## src/rtl/exc_ctrl_pkg.sv

```systemverilog
// Shared types and constants for exception/ERET redirect sequencing.
// Used by the exception unit, the PC logic and exception_redirect_ctrl.
package exc_ctrl_pkg;

   localparam int unsigned ADDR_W = 32;

   // Architectural vectors, shared with the exception unit and PC logic
   localparam logic [ADDR_W-1:0] RESET_VECTOR = 32'hbfc00000;
   localparam logic [ADDR_W-1:0] EXC_VECTOR   = 32'hbfc00380;

   typedef enum logic [1:0] {
      ST_IDLE     = 2'd0,
      ST_FLUSH    = 2'd1,
      ST_DRAIN    = 2'd2,
      ST_REDIRECT = 2'd3
   } exc_seq_state_t;

   // Once flushing is done: wait out an outstanding fetch, else redirect at once
   function automatic exc_seq_state_t post_flush_state(input logic ibus_busy);
      return ibus_busy ? ST_DRAIN : ST_REDIRECT;
   endfunction

endpackage

```

## src/rtl/exception_redirect_ctrl_if.sv

```systemverilog
// Signal bundle between exception unit / CP0 / IF-PC logic and the redirect sequencer.
// master = environment side, slave = exception_redirect_ctrl.
interface exception_redirect_ctrl_if #(
   parameter int unsigned CNT_W = 32
);
   import exc_ctrl_pkg::*;

   logic              exp_detect;
   logic              cp0_exl_clean;
   logic [ADDR_W-1:0] exp_pc_address;
   logic              ex_mem_stall;
   logic              ibus_busy;
   logic              pc_redirect_ready;
   logic              cp0_commit;
   logic              flush_all;
   logic              pipeline_hold;
   logic              discard_fetch;
   logic              pc_redirect_valid;
   logic [ADDR_W-1:0] pc_redirect_addr;
   logic [CNT_W-1:0]  exp_count;
   logic [CNT_W-1:0]  eret_count;

   modport master (
      output exp_detect, cp0_exl_clean, exp_pc_address, ex_mem_stall,
             ibus_busy, pc_redirect_ready,
      input  cp0_commit, flush_all, pipeline_hold, discard_fetch,
             pc_redirect_valid, pc_redirect_addr, exp_count, eret_count
   );

   modport slave (
      input  exp_detect, cp0_exl_clean, exp_pc_address, ex_mem_stall,
             ibus_busy, pc_redirect_ready,
      output cp0_commit, flush_all, pipeline_hold, discard_fetch,
             pc_redirect_valid, pc_redirect_addr, exp_count, eret_count
   );
endinterface

```

## src/rtl/exc_event_counter.sv

```systemverilog
// Wrapping event counter with an increment enable.
module exc_event_counter #(
   parameter int unsigned CNT_W = 32
) (
   input  logic             clk,
   input  logic             rst_n,
   input  logic             inc,
   output logic [CNT_W-1:0] count
);

   logic [CNT_W-1:0] cnt_q;
   logic [CNT_W-1:0] cnt_d;

   // Next count: +1 when enabled, natural wrap
   always_comb begin
      cnt_d = cnt_q;
      if (inc) begin
         cnt_d = cnt_q + CNT_W'(1);
      end
   end

   // Count register
   always_ff @(posedge clk or negedge rst_n) begin
      if (!rst_n) begin
         cnt_q <= '0;
      end else begin
         cnt_q <= cnt_d;
      end
   end

   assign count = cnt_q;

endmodule

```

## src/rtl/exception_redirect_ctrl.sv

```systemverilog
// Exception/ERET redirect sequencer: commit to CP0 once, flush, drain the
// outstanding fetch, then hand the PC logic a redirect over valid/ready.
// Optional statistics counters are built when EXC_STATS_EN is defined.
module exception_redirect_ctrl
   import exc_ctrl_pkg::*;
#(
   parameter int unsigned FLUSH_CYCLES = 1,
   parameter int unsigned CNT_W        = 32
) (
   input  logic                    clk,
   input  logic                    rst_n,
   exception_redirect_ctrl_if.slave bus
);

   localparam int unsigned FC_W = (FLUSH_CYCLES > 1) ? $clog2(FLUSH_CYCLES) : 1;
   localparam logic [FC_W-1:0] FLUSH_LOAD = FC_W'(FLUSH_CYCLES - 1);

   exc_seq_state_t    state_q, state_d;
   logic [ADDR_W-1:0] addr_q, addr_d;
   logic [FC_W-1:0]   flush_cnt_q, flush_cnt_d;

   logic accept;
   logic cp0_commit_c;
   logic flush_all_c;
   logic pipeline_hold_c;
   logic discard_fetch_c;
   logic redirect_valid_c;

   // Next-state and state-decoded outputs; accept is suppressed while in reset
   always_comb begin
      state_d          = state_q;
      addr_d           = addr_q;
      flush_cnt_d      = flush_cnt_q;
      accept           = 1'b0;
      cp0_commit_c     = 1'b0;
      flush_all_c      = 1'b0;
      pipeline_hold_c  = 1'b0;
      discard_fetch_c  = 1'b0;
      redirect_valid_c = 1'b0;

      case (state_q)
         ST_IDLE: begin
            if (bus.exp_detect && !bus.ex_mem_stall && rst_n) begin
               accept       = 1'b1;
               cp0_commit_c = 1'b1;
               flush_all_c  = 1'b1;
               addr_d       = bus.exp_pc_address;
               flush_cnt_d  = FLUSH_LOAD;
               if (FLUSH_CYCLES > 1) begin
                  state_d = ST_FLUSH;
               end else begin
                  state_d = post_flush_state(bus.ibus_busy);
               end
            end
         end
         ST_FLUSH: begin
            pipeline_hold_c = 1'b1;
            flush_all_c     = 1'b1;
            if (flush_cnt_q <= FC_W'(1)) begin
               state_d = post_flush_state(bus.ibus_busy);
            end else begin
               flush_cnt_d = flush_cnt_q - FC_W'(1);
            end
         end
         ST_DRAIN: begin
            pipeline_hold_c = 1'b1;
            discard_fetch_c = 1'b1;
            if (!bus.ibus_busy) begin
               state_d = ST_REDIRECT;
            end
         end
         ST_REDIRECT: begin
            pipeline_hold_c  = 1'b1;
            redirect_valid_c = 1'b1;
            if (bus.pc_redirect_ready) begin
               state_d = ST_IDLE;
            end
         end
         default: begin
            state_d = ST_IDLE;
         end
      endcase
   end

   // Sequencer state, latched target and flush countdown
   always_ff @(posedge clk or negedge rst_n) begin
      if (!rst_n) begin
         state_q     <= ST_IDLE;
         addr_q      <= '0;
         flush_cnt_q <= '0;
      end else begin
         state_q     <= state_d;
         addr_q      <= addr_d;
         flush_cnt_q <= flush_cnt_d;
      end
   end

   assign bus.cp0_commit        = cp0_commit_c;
   assign bus.flush_all         = flush_all_c;
   assign bus.pipeline_hold     = pipeline_hold_c;
   assign bus.discard_fetch     = discard_fetch_c;
   assign bus.pc_redirect_valid = redirect_valid_c;
   assign bus.pc_redirect_addr  = addr_q;

`ifdef EXC_STATS_EN
   logic             acc_q;
   logic             eret_q, eret_d;
   logic [CNT_W-1:0] exp_cnt;
   logic [CNT_W-1:0] eret_cnt;

   // Event kind captured at accept
   always_comb begin
      eret_d = eret_q;
      if (accept) begin
         eret_d = bus.cp0_exl_clean;
      end
   end

   // Accept pulse delayed one cycle to pair with the captured event kind
   always_ff @(posedge clk or negedge rst_n) begin
      if (!rst_n) begin
         acc_q  <= 1'b0;
         eret_q <= 1'b0;
      end else begin
         acc_q  <= accept;
         eret_q <= eret_d;
      end
   end

   exc_event_counter #(.CNT_W(CNT_W)) u_exp_cnt (
      .clk   (clk),
      .rst_n (rst_n),
      .inc   (acc_q & ~eret_q),
      .count (exp_cnt)
   );

   exc_event_counter #(.CNT_W(CNT_W)) u_eret_cnt (
      .clk   (clk),
      .rst_n (rst_n),
      .inc   (acc_q & eret_q),
      .count (eret_cnt)
   );

   assign bus.exp_count  = exp_cnt;
   assign bus.eret_count = eret_cnt;
`else
   logic unused_stats;
   assign unused_stats   = bus.cp0_exl_clean;
   assign bus.exp_count  = '0;
   assign bus.eret_count = '0;
`endif

endmodule

```

## src/flat_wrapper.sv

```systemverilog
// flat-port wrapper written by rule: the top's interface ports become plain ports
module exception_redirect_ctrl_flat import exc_ctrl_pkg::*;
#(
   parameter int unsigned FLUSH_CYCLES = 1,
   parameter int unsigned CNT_W        = 32
)
  (clk, rst_n, bus_exp_detect, bus_cp0_exl_clean, bus_exp_pc_address, bus_ex_mem_stall, bus_ibus_busy, bus_pc_redirect_ready, bus_cp0_commit, bus_flush_all, bus_pipeline_hold, bus_discard_fetch, bus_pc_redirect_valid, bus_pc_redirect_addr, bus_exp_count, bus_eret_count);
  exception_redirect_ctrl_if #(.CNT_W(CNT_W)) bus_i ();
  input  logic clk;
  input  logic rst_n;
  input wire logic [$bits(bus_i.exp_detect)-1:0] bus_exp_detect;
  input wire logic [$bits(bus_i.cp0_exl_clean)-1:0] bus_cp0_exl_clean;
  input wire logic [$bits(bus_i.exp_pc_address)-1:0] bus_exp_pc_address;
  input wire logic [$bits(bus_i.ex_mem_stall)-1:0] bus_ex_mem_stall;
  input wire logic [$bits(bus_i.ibus_busy)-1:0] bus_ibus_busy;
  input wire logic [$bits(bus_i.pc_redirect_ready)-1:0] bus_pc_redirect_ready;
  output wire logic [$bits(bus_i.cp0_commit)-1:0] bus_cp0_commit;
  output wire logic [$bits(bus_i.flush_all)-1:0] bus_flush_all;
  output wire logic [$bits(bus_i.pipeline_hold)-1:0] bus_pipeline_hold;
  output wire logic [$bits(bus_i.discard_fetch)-1:0] bus_discard_fetch;
  output wire logic [$bits(bus_i.pc_redirect_valid)-1:0] bus_pc_redirect_valid;
  output wire logic [$bits(bus_i.pc_redirect_addr)-1:0] bus_pc_redirect_addr;
  output wire logic [$bits(bus_i.exp_count)-1:0] bus_exp_count;
  output wire logic [$bits(bus_i.eret_count)-1:0] bus_eret_count;
  assign bus_i.exp_detect = bus_exp_detect;
  assign bus_i.cp0_exl_clean = bus_cp0_exl_clean;
  assign bus_i.exp_pc_address = bus_exp_pc_address;
  assign bus_i.ex_mem_stall = bus_ex_mem_stall;
  assign bus_i.ibus_busy = bus_ibus_busy;
  assign bus_i.pc_redirect_ready = bus_pc_redirect_ready;
  assign bus_cp0_commit = bus_i.cp0_commit;
  assign bus_flush_all = bus_i.flush_all;
  assign bus_pipeline_hold = bus_i.pipeline_hold;
  assign bus_discard_fetch = bus_i.discard_fetch;
  assign bus_pc_redirect_valid = bus_i.pc_redirect_valid;
  assign bus_pc_redirect_addr = bus_i.pc_redirect_addr;
  assign bus_exp_count = bus_i.exp_count;
  assign bus_eret_count = bus_i.eret_count;
  exception_redirect_ctrl #(.FLUSH_CYCLES(FLUSH_CYCLES), .CNT_W(CNT_W)) u_core (.clk(clk), .rst_n(rst_n), .bus(bus_i));
endmodule
```

## config.mk

```make
export PLATFORM = sky130hd
export DESIGN_NAME = exception_redirect_ctrl_flat
export DESIGN_NICKNAME = d
export VERILOG_FILES = /design/src/rtl/exc_ctrl_pkg.sv /design/src/rtl/exception_redirect_ctrl_if.sv /design/src/rtl/exc_event_counter.sv /design/src/rtl/exception_redirect_ctrl.sv /design/src/flat_wrapper.sv
export SDC_FILE = /design/constraint.sdc
export NUM_CORES = 1
export LEC_CHECK = 0
export ABC_AREA = 0
export CAP_MARGIN = 40
export CORE_MARGIN = 2
export CORE_UTILIZATION = 35
export CTS_BUF_LIST = sky130_fd_sc_hd__clkbuf_16
export CTS_CLUSTER_SIZE = 10
export DETAILED_ROUTE_END_ITERATION = 8
export PLACE_DENSITY = 0.79
export SKIP_CTS_REPAIR_TIMING = 1
export SLEW_MARGIN = 40
export SYNTH_ARGS = -nofsm -noshare
export SYNTH_HDL_FRONTEND = slang
export SYNTH_HIERARCHICAL = 1
export SYNTH_SLANG_ARGS = --single-unit
```

## constraint.sdc

```tcl
create_clock -name clk -period 1.93 [get_ports clk]
set_input_delay 0.579 -clock clk [delete_from_list [all_inputs] [get_ports clk]]
set_output_delay 0.579 -clock clk [all_outputs]
set_load 0.01 [all_outputs]
```

Yosys cells after proc, flatten, opt, wreduce, memory -nomap -nowiden --
Cells that the tools add are included.
Storage, ports and cells: register bits 35, input port bits 39, word-level logic and storage cells 37
Cells by class: $add $sub $neg 1, $lt $le $gt $ge 1, eq/ne operators 8, multiplexer cells 15, reduce and logical (&&, ||, !) cells 9
Operators by type and width (count):
- 2-to-1 mux 1 bit | 8
- 2-to-1 mux 2 bit | 4
- one-hot mux 2 bit (4 select lines) | 1
- != test 2 bit, second input constant | 3
- == test 2 bit, second input constant | 2
- != test 2 x 1 -> 1 bit, second input constant | 2
- one-hot mux 1 bit (2 select lines) | 2
- AND reduction 4 bit | 1
- AND reduction 3 bit | 1
- OR reduction 3 bit | 1
- == test 2 x 1 -> 1 bit, second input constant | 1
- logical AND 1 bit | 2
- logical NOT 2 bit | 1
- AND reduction 2 bit | 1
- nonzero test 2 bit | 1
- less-or-equal comparator 1 bit, second input constant | 1
- logical NOT 1 bit | 1
- subtractor 1 bit, second input constant | 1

Longest topological paths before layout --
Gate-level depths: netlist of run 1.
word-level depth 5, gate-level depth with buffers 5, gate-level depth less buffers 3

Least setup slack after synthesis of run 1 --
No wires, ideal clock.
path kind input to output, from input bus_ex_mem_stall, to output bus_cp0_commit, arrival 1.267 ns, setup slack 0.084 ns, stages 5, cells stage by stage and3b_1 > nand2b_4 > buf_6 > buf_12 > inv_1
On the way: longest elaborated chain between the ends 5
Ends and longest elaborated chain:
- start: declaration | RTL line flat_wrapper.sv:14 | input wire logic [$bits(bus_i.ex_mem_stall)-1:0] bus_ex_mem_stall;
- logical NOT 1 bit | RTL line exception_redirect_ctrl.sv:43 | if (bus.exp_detect && !bus.ex_mem_stall && rst_n) begin
- logical AND 1 bit (2 in series) | RTL line exception_redirect_ctrl.sv:43
- 2-to-1 mux 1 bit | RTL line exception_redirect_ctrl.sv:43
- 2-to-1 mux 1 bit | RTL line exception_redirect_ctrl.sv:41 | case (state_q)
- end: declaration | RTL line flat_wrapper.sv:17 | output wire logic [$bits(bus_i.cp0_commit)-1:0] bus_cp0_commit;
No other way between the ends.

Worst setup path in the final report of run 1 --
from input bus_exp_detect, to output bus_flush_all
On the way: longest elaborated chain between the ends 4
Ends and longest elaborated chain:
- start: declaration | RTL line flat_wrapper.sv:11 | input wire logic [$bits(bus_i.exp_detect)-1:0] bus_exp_detect;
- logical AND 1 bit (2 in series) | RTL line exception_redirect_ctrl.sv:43
- 2-to-1 mux 1 bit | RTL line exception_redirect_ctrl.sv:43
- one-hot mux 1 bit (2 select lines) | RTL line exception_redirect_ctrl.sv:41
- end: declaration | RTL line flat_wrapper.sv:18 | output wire logic [$bits(bus_i.flush_all)-1:0] bus_flush_all;
No other way between the ends.

==> impl_metrics.json, run 1 <==
{
  "status": "finished, final reports clean",
  "crit_path_start": "bus_exp_detect",
  "worstSkewPairLatency_ps": 270,
  "p_sw_share_pct": 27.6,
  "mostFrequentLayoutCells": "66 x sky130_fd_sc_hd__clkdlybuf4s50_1, 64 x sky130_fd_sc_hd__conb_1, 34 x sky130_fd_sc_hd__dfrtp_1",
  "htreeDepth": 2,
  "maximum_number_of_pins_on_one_net_before_global_route_repair": 35,
  "totalWireLength_um": 3530,
  "route.detailed.vias_per_inst": 3.80,
  "fp-row-count": 27,
  "floorplan.die.height_um": 78.8,
  "dp_hpwl_um": 2610,
  "ff2ff_setup_slack_ps": 310,
  "wl_per_cell_um": 11.5,
  "layout.area.seq_um2": 851,
  "synth.lib_cells_used.distinct": 17,
  "max_freq_mhz": 529,
  "cts_inserted_buffers": 5,
  "finish.utilization_pct": 49.7,
  "route.detailed.drc": 0,
  "power_density_nw_per_um2": 1360,
  "drt_iter0_drc": 25,
  "net-switching-power_w": 0.00102,
  "maxCapViolations": 0,
  "ctsLongestPathBuffers": 2,
  "worst_setup_path_endpoint": "bus_flush_all",
  "critical_path_arrival_ps": 1310,
  "number_of_antenna_cells_inserted": 0,
  "ctsRootBufferMaster": "sky130_fd_sc_hd__clkbuf_16",
  "antenna_found_initial": 0,
  "timing.setup.critical_path_class": "in -> out",
  "multi_input_gate_area_um2": 790,
  "gp_congestion": 0.651,
  "power_leakage_nw": 1.42,
  "ant_nets": 0,
  "die_w_um": 78.8,
  "gr-usage-all-layers_pct": 11.3,
  "synthesis.area_um2": 1960,
  "max_slew_violation_count": 0,
  "via_count_of_the_first_global_routing_pass": 1075,
  "sequential_element_share_of_the_synthesized_area_pct": 43.5,
  "worstReg2RegStart": "u_core/state_q[0]",
  "setup_viol": 0,
  "clock_power_share_pct": 19.6,
  "timing_hold_violations_final": 0,
  "path_clk_slew_ps": 50,
  "syn_inst": 147,
  "numClockSinks": 34,
  "grt_first_pass_wirelength_um": 5270,
  "seq_power_share_pct": 33.9,
  "tritoncts": "built",
  "yosys_register_bits": 34,
  "first_pass_iters": 2,
  "final_cell_area_um2": 2700,
  "period_minus_slack_ps": 1890,
  "placement.cell_area_um2": 2510,
  "fp.coreArea_um2": 5440,
  "r2r-end": "u_core/bus.pc_redirect_addr[10]",
  "start_kind": "input pin",
  "critical_path.endpoint_type": "output port",
  "ioPinCount": 140,
  "avgSynthCellArea_um2": 13.3,
  "port_buffers": 74,
  "p_comb_share_pct": 46.5,
  "max_vdd_drop_uv": 461,
  "dr_total_vias": 1164,
  "intPower_w": 0.00267,
  "layout_cell_share_with_drive_strength_beyond_1_pct": 23.9,
  "nNetsFinal": 272,
  "die_area_um2": 6200,
  "final.period_utilization_pct": 97.9,
  "reg2regPathDepth": 5,
  "critical_path_required_ps": 1350,
  "area_growth_pct": 38.2,
  "worst_hold_path_type": "in -> async",
  "final.setup_skew_ps": 4.27,
  "mostFrequentLayoutCell": "sky130_fd_sc_hd__clkdlybuf4s50_1",
  "num-fill-cells": 496,
  "initial_core_util_pct": 36.0,
  "critical_path_peak_fanout": 2,
  "grt_overflow": 0,
  "synthesis.yosys.warnings": 6
}
## registers in the layout, indices dropped and copies added, names as in the netlist
name                         flops
u_core/bus.pc_redirect_addr     32
u_core/state_q                   2
## stage by stage
stage          setup TNS, ps  worst slack (ps)  total power [W]  hold WS [ps]  instances
3_5_place_dp          -15110              -630          0.00299           492        294
6_report                   0              39.8          0.00369           380        306
4_1_cts                -6390              -634          0.00374           390        302
5_1_grt                -1.43             -1.43          0.00391           415        306
2_1_floorplan              0              84.3          0.00214           283        210
3_3_place_gp          -14590              -610          0.00295           489        294
## layout make-up
type                       count  area share [%]
clock buffer                   5            4.63
multi-input combinational    107            29.2
inverter                       1           0.139
tap                           72            3.33
timing repair buffer          84            30.7
clock inverter                 3           0.463
sequential                    34            31.5
## power groups by stage
stage / clock (W) / sequential [W] / combinational [W]
4_1_cts: 0.000752 / 0.00125 / 0.00174
6_report: 0.000722 / 0.00125 / 0.00171
5_1_grt: 0.000787 / 0.00130 / 0.00183
3_3_place_gp: 0 / 0.00124 / 0.00171
2_1_floorplan: 0 / 0.00140 / 0.000737
3_5_place_dp: 0 / 0.00125 / 0.00173
## layer usage
metal	global-route usage, %	vias to the layer above	share of wire [%]
li1	-	521	-
met2	18.2	81	49
met3	4.09	4	9.5
met5	0	-	0
met1	13.2	558	40
met4	5.79	0	1.6
## cell families after synthesis
logic type	after synthesis	synth area share (%)
other cells	1	0.192
flops	34	43.5
simple gates	8	2.88
compound gates	3	1.02
mux	32	24.0
buf+inv	69	28.4
## synthesized netlist by cell type
master | instances | area [um2]
sky130_fd_sc_hd__and2_1 | 1 | 6.26
sky130_fd_sc_hd__buf_12 | 3 | 60.1
sky130_fd_sc_hd__mux2_4 | 29 | 435
sky130_fd_sc_hd__dfrtp_1 | 34 | 851
sky130_fd_sc_hd__inv_1 | 1 | 3.75
sky130_fd_sc_hd__buf_4 | 64 | 480
sky130_fd_sc_hd__a21boi_0 | 1 | 7.51
sky130_fd_sc_hd__nor2_1 | 3 | 11.3
sky130_fd_sc_hd__and2b_1 | 1 | 7.51
sky130_fd_sc_hd__mux2_2 | 3 | 33.8
sky130_fd_sc_hd__nand2b_4 | 1 | 13.8
sky130_fd_sc_hd__and3b_1 | 1 | 8.76
sky130_fd_sc_hd__conb_1 | 1 | 3.75
sky130_fd_sc_hd__buf_6 | 1 | 11.3
sky130_fd_sc_hd__a211oi_1 | 1 | 7.51
sky130_fd_sc_hd__or2_4 | 1 | 8.76
sky130_fd_sc_hd__a21oi_1 | 1 | 5.00
## worst max-delay path, stage by stage
cell	delay, ps
sky130_fd_sc_hd__dlymetal6s2s_1	120
sky130_fd_sc_hd__and3b_2	230
sky130_fd_sc_hd__buf_6	120
sky130_fd_sc_hd__nor2_2	90
sky130_fd_sc_hd__nor2_1	50
sky130_fd_sc_hd__buf_2	130
## worst min path at each step
stage,startpoint,endpoint,slack (ps),cells past startpoint
2_1_floorplan,rst_n,u_core/bus.pc_redirect_addr[0],280,0
3_3_place_gp,u_core/bus.pc_redirect_addr[25],u_core/bus.pc_redirect_addr[25],490,1
3_5_place_dp,u_core/bus.pc_redirect_addr[5],u_core/bus.pc_redirect_addr[5],490,1
4_1_cts,rst_n,u_core/bus.pc_redirect_addr[9],390,2
5_1_grt,rst_n,u_core/bus.pc_redirect_addr[7],420,2
6_report,rst_n,u_core/bus.pc_redirect_addr[7],380,2
Power figures use the tool's default switching activity.
==> run 2, diff against run 1 <==
--- a/config.mk
+++ b/config.mk
@@ -9,7 +9,7 @@
 export CAP_MARGIN = 40
 export CORE_MARGIN = 2
 export CORE_UTILIZATION = 35
-export CTS_BUF_LIST = sky130_fd_sc_hd__clkbuf_16
+export CTS_BUF_LIST = sky130_fd_sc_hd__clkbuf_4 sky130_fd_sc_hd__clkbuf_8 sky130_fd_sc_hd__clkbuf_16
 export CTS_CLUSTER_SIZE = 10
 export DETAILED_ROUTE_END_ITERATION = 8
 export PLACE_DENSITY = 0.79
==> impl_metrics.json, run 2 (synthesis results as in run 1) <==
{
  "status": "finished, final reports clean",
  "total_power_w": 0.00350,
  "route.detailed.vias_per_inst": 3.79,
  "top_layer": "met4",
  "cell_with_the_largest_stage_delay_on_the_worst_path": "sky130_fd_sc_hd__and3b_2",
  "final.setup_skew_ps": 6.77,
  "multi_input_gate_area_um2": 790,
  "ant_nets": 0,
  "numClockSinks": 34,
  "fp.coreArea_um2": 5440,
  "seq_power_share_pct": 35.7,
  "first_pass_iters": 2,
  "timing.setup.critical_path_class": "in -> out",
  "num-fill-cells": 498,
  "max_vdd_drop_uv": 447,
  "worstSkewPairLatency_ps": 280,
  "setup_slack_after_layout_ps": 38.4,
  "layout_cell_share_with_drive_strength_beyond_1_pct": 24.8,
  "path_clk_slew_ps": 70,
  "number_of_antenna_cells_inserted": 0,
  "power_leakage_nw": 1.40,
  "max_freq_mhz": 529,
  "timing_hold_violations_final": 0,
  "setup_viol": 0,
  "grt_first_pass_wirelength_um": 5280,
  "power_density_nw_per_um2": 1310,
  "worst_hold_path_type": "in -> async",
  "cts_inserted_buffers": 5,
  "gp_congestion": 0.651,
  "start_kind": "input pin",
  "htreeDepth": 2,
  "drt_iter0_drc": 21,
  "ioPinCount": 140,
  "p_sw_share_pct": 28.4,
  "dp_worst_setup_slack_ps": -630,
  "crit_path_cell_chain": "dlymetal6s2s_1, and3b_2, buf_6, nor2_2, nor2_1, buf_2",
  "route.detailed.drc": 0,
  "mostFrequentLayoutCell": "sky130_fd_sc_hd__clkdlybuf4s50_1",
  "crit_path_max_incr_delay_ps": 230,
  "dr_total_vias": 1159,
  "initial_core_util_pct": 36.0,
  "maximum_number_of_pins_on_one_net_before_global_route_repair": 35,
  "die_w_um": 78.8,
  "critical_path_peak_fanout": 2,
  "grt_overflow": 0,
  "critical_path.endpoint_type": "output port",
  "maxCapViolations": 0,
  "ctsRootBufferMaster": "sky130_fd_sc_hd__clkbuf_8",
  "routed-wl-met2_um": 1700,
  "dp_hpwl_um": 2610,
  "m1WireLength_um": 1440,
  "largest_reg_flops": 32,
  "final.period_utilization_pct": 98.0,
  "port_buffers": 74,
  "via_count_of_the_first_global_routing_pass": 1068,
  "ctsLongestPathBuffers": 2,
  "floorplan.die.height_um": 78.8,
  "layout.area.seq_um2": 851,
  "tritoncts": "built",
  "critical_path_required_ps": 1350,
  "critical_path.top_delay_family": "simple AND/OR/NAND/NOR gates",
  "area_growth_pct": 36.0,
  "max_slew_violation_count": 0,
  "net-switching-power_w": 0.000993,
  "clock_power_share_pct": 15.3,
  "fp-row-count": 27,
  "detailroute.wirelength.met3_um": 323,
  "wl_per_cell_um": 11.5,
  "nNetsFinal": 272,
  "totalWireLength_um": 3530,
  "cp_num_buf_inv": 3,
  "critical_path_arrival_ps": 1310,
  "period_minus_slack_ps": 1890,
  "p_comb_share_pct": 49.0,
  "die_area_um2": 6200,
  "mostFrequentLayoutCells": "66 x sky130_fd_sc_hd__clkdlybuf4s50_1, 64 x sky130_fd_sc_hd__conb_1, 34 x sky130_fd_sc_hd__dfrtp_1",
  "intPower_w": 0.00250,
  "gr-usage-all-layers_pct": 11.2,
  "antenna_found_initial": 0
}
[run 2: layer usage]
layer  global-route usage, %  vias to the layer above
met5                       0                        -
met3                    3.75                        5
met2                    18.1                       80
li1                        -                      519
met1                    13.2                      555
met4                    5.79                        0
[run 2: power by group through the flow]
stage / registers [W] / clock network, W / logic [W]
2_1_floorplan: 0.00140 / 0 / 0.000737
3_3_place_gp: 0.00124 / 0 / 0.00171
3_5_place_dp: 0.00125 / 0 / 0.00173
4_1_cts: 0.00125 / 0.000563 / 0.00174
5_1_grt: 0.00130 / 0.000600 / 0.00183
6_report: 0.00125 / 0.000535 / 0.00171
[run 2: path summary, 6_finish.rpt]
check	end	depth (start not counted)	slack, ps	startpoint
hold reg to reg	u_core/bus.pc_redirect_addr[27]	1	510	u_core/bus.pc_redirect_addr[27]
setup / recovery	bus_flush_all	6	40	bus_exp_detect
hold / removal	u_core/bus.pc_redirect_addr[8]	2	370	rst_n
max in group asynchronous	u_core/bus.pc_redirect_addr[24]	2	1250	rst_n
setup reg to reg	u_core/bus.pc_redirect_addr[30]	5	300	u_core/state_q[0]
min in group clk	u_core/bus.pc_redirect_addr[27]	1	510	u_core/bus.pc_redirect_addr[27]
[run 2: stage by stage]
step	cell area, um2	hold WS, ps	std cells	utilization, %	TNS [ps]
finish	2660	369	306	48.9	0
global route	2660	394	306	48.9	-10.7
CTS	2610	373	302	47.9	-6020
detailed placement	2510	492	294	46.2	-15110
global placement	2510	489	294	46.2	-14590
floorplan	2190	283	210	-	0
[run 2: worst register-to-register path, stage by stage, from the launching register on]
cell and delay, ps:
sky130_fd_sc_hd__dfrtp_1 380, sky130_fd_sc_hd__or2_4 250, sky130_fd_sc_hd__nand2b_4 160, sky130_fd_sc_hd__buf_4 140, sky130_fd_sc_hd__buf_6 220, sky130_fd_sc_hd__mux2_4 350
[run 2: layout make-up]
type | instances | share of cell area [%]
repair buffers | 84 | 31.2
flip-flops and latches | 34 | 32.0
multi-input cells | 107 | 29.7
inverters | 1 | 0.141
clock inverters | 1 | 0.188
clock buffers | 7 | 3.39
well taps | 72 | 3.39
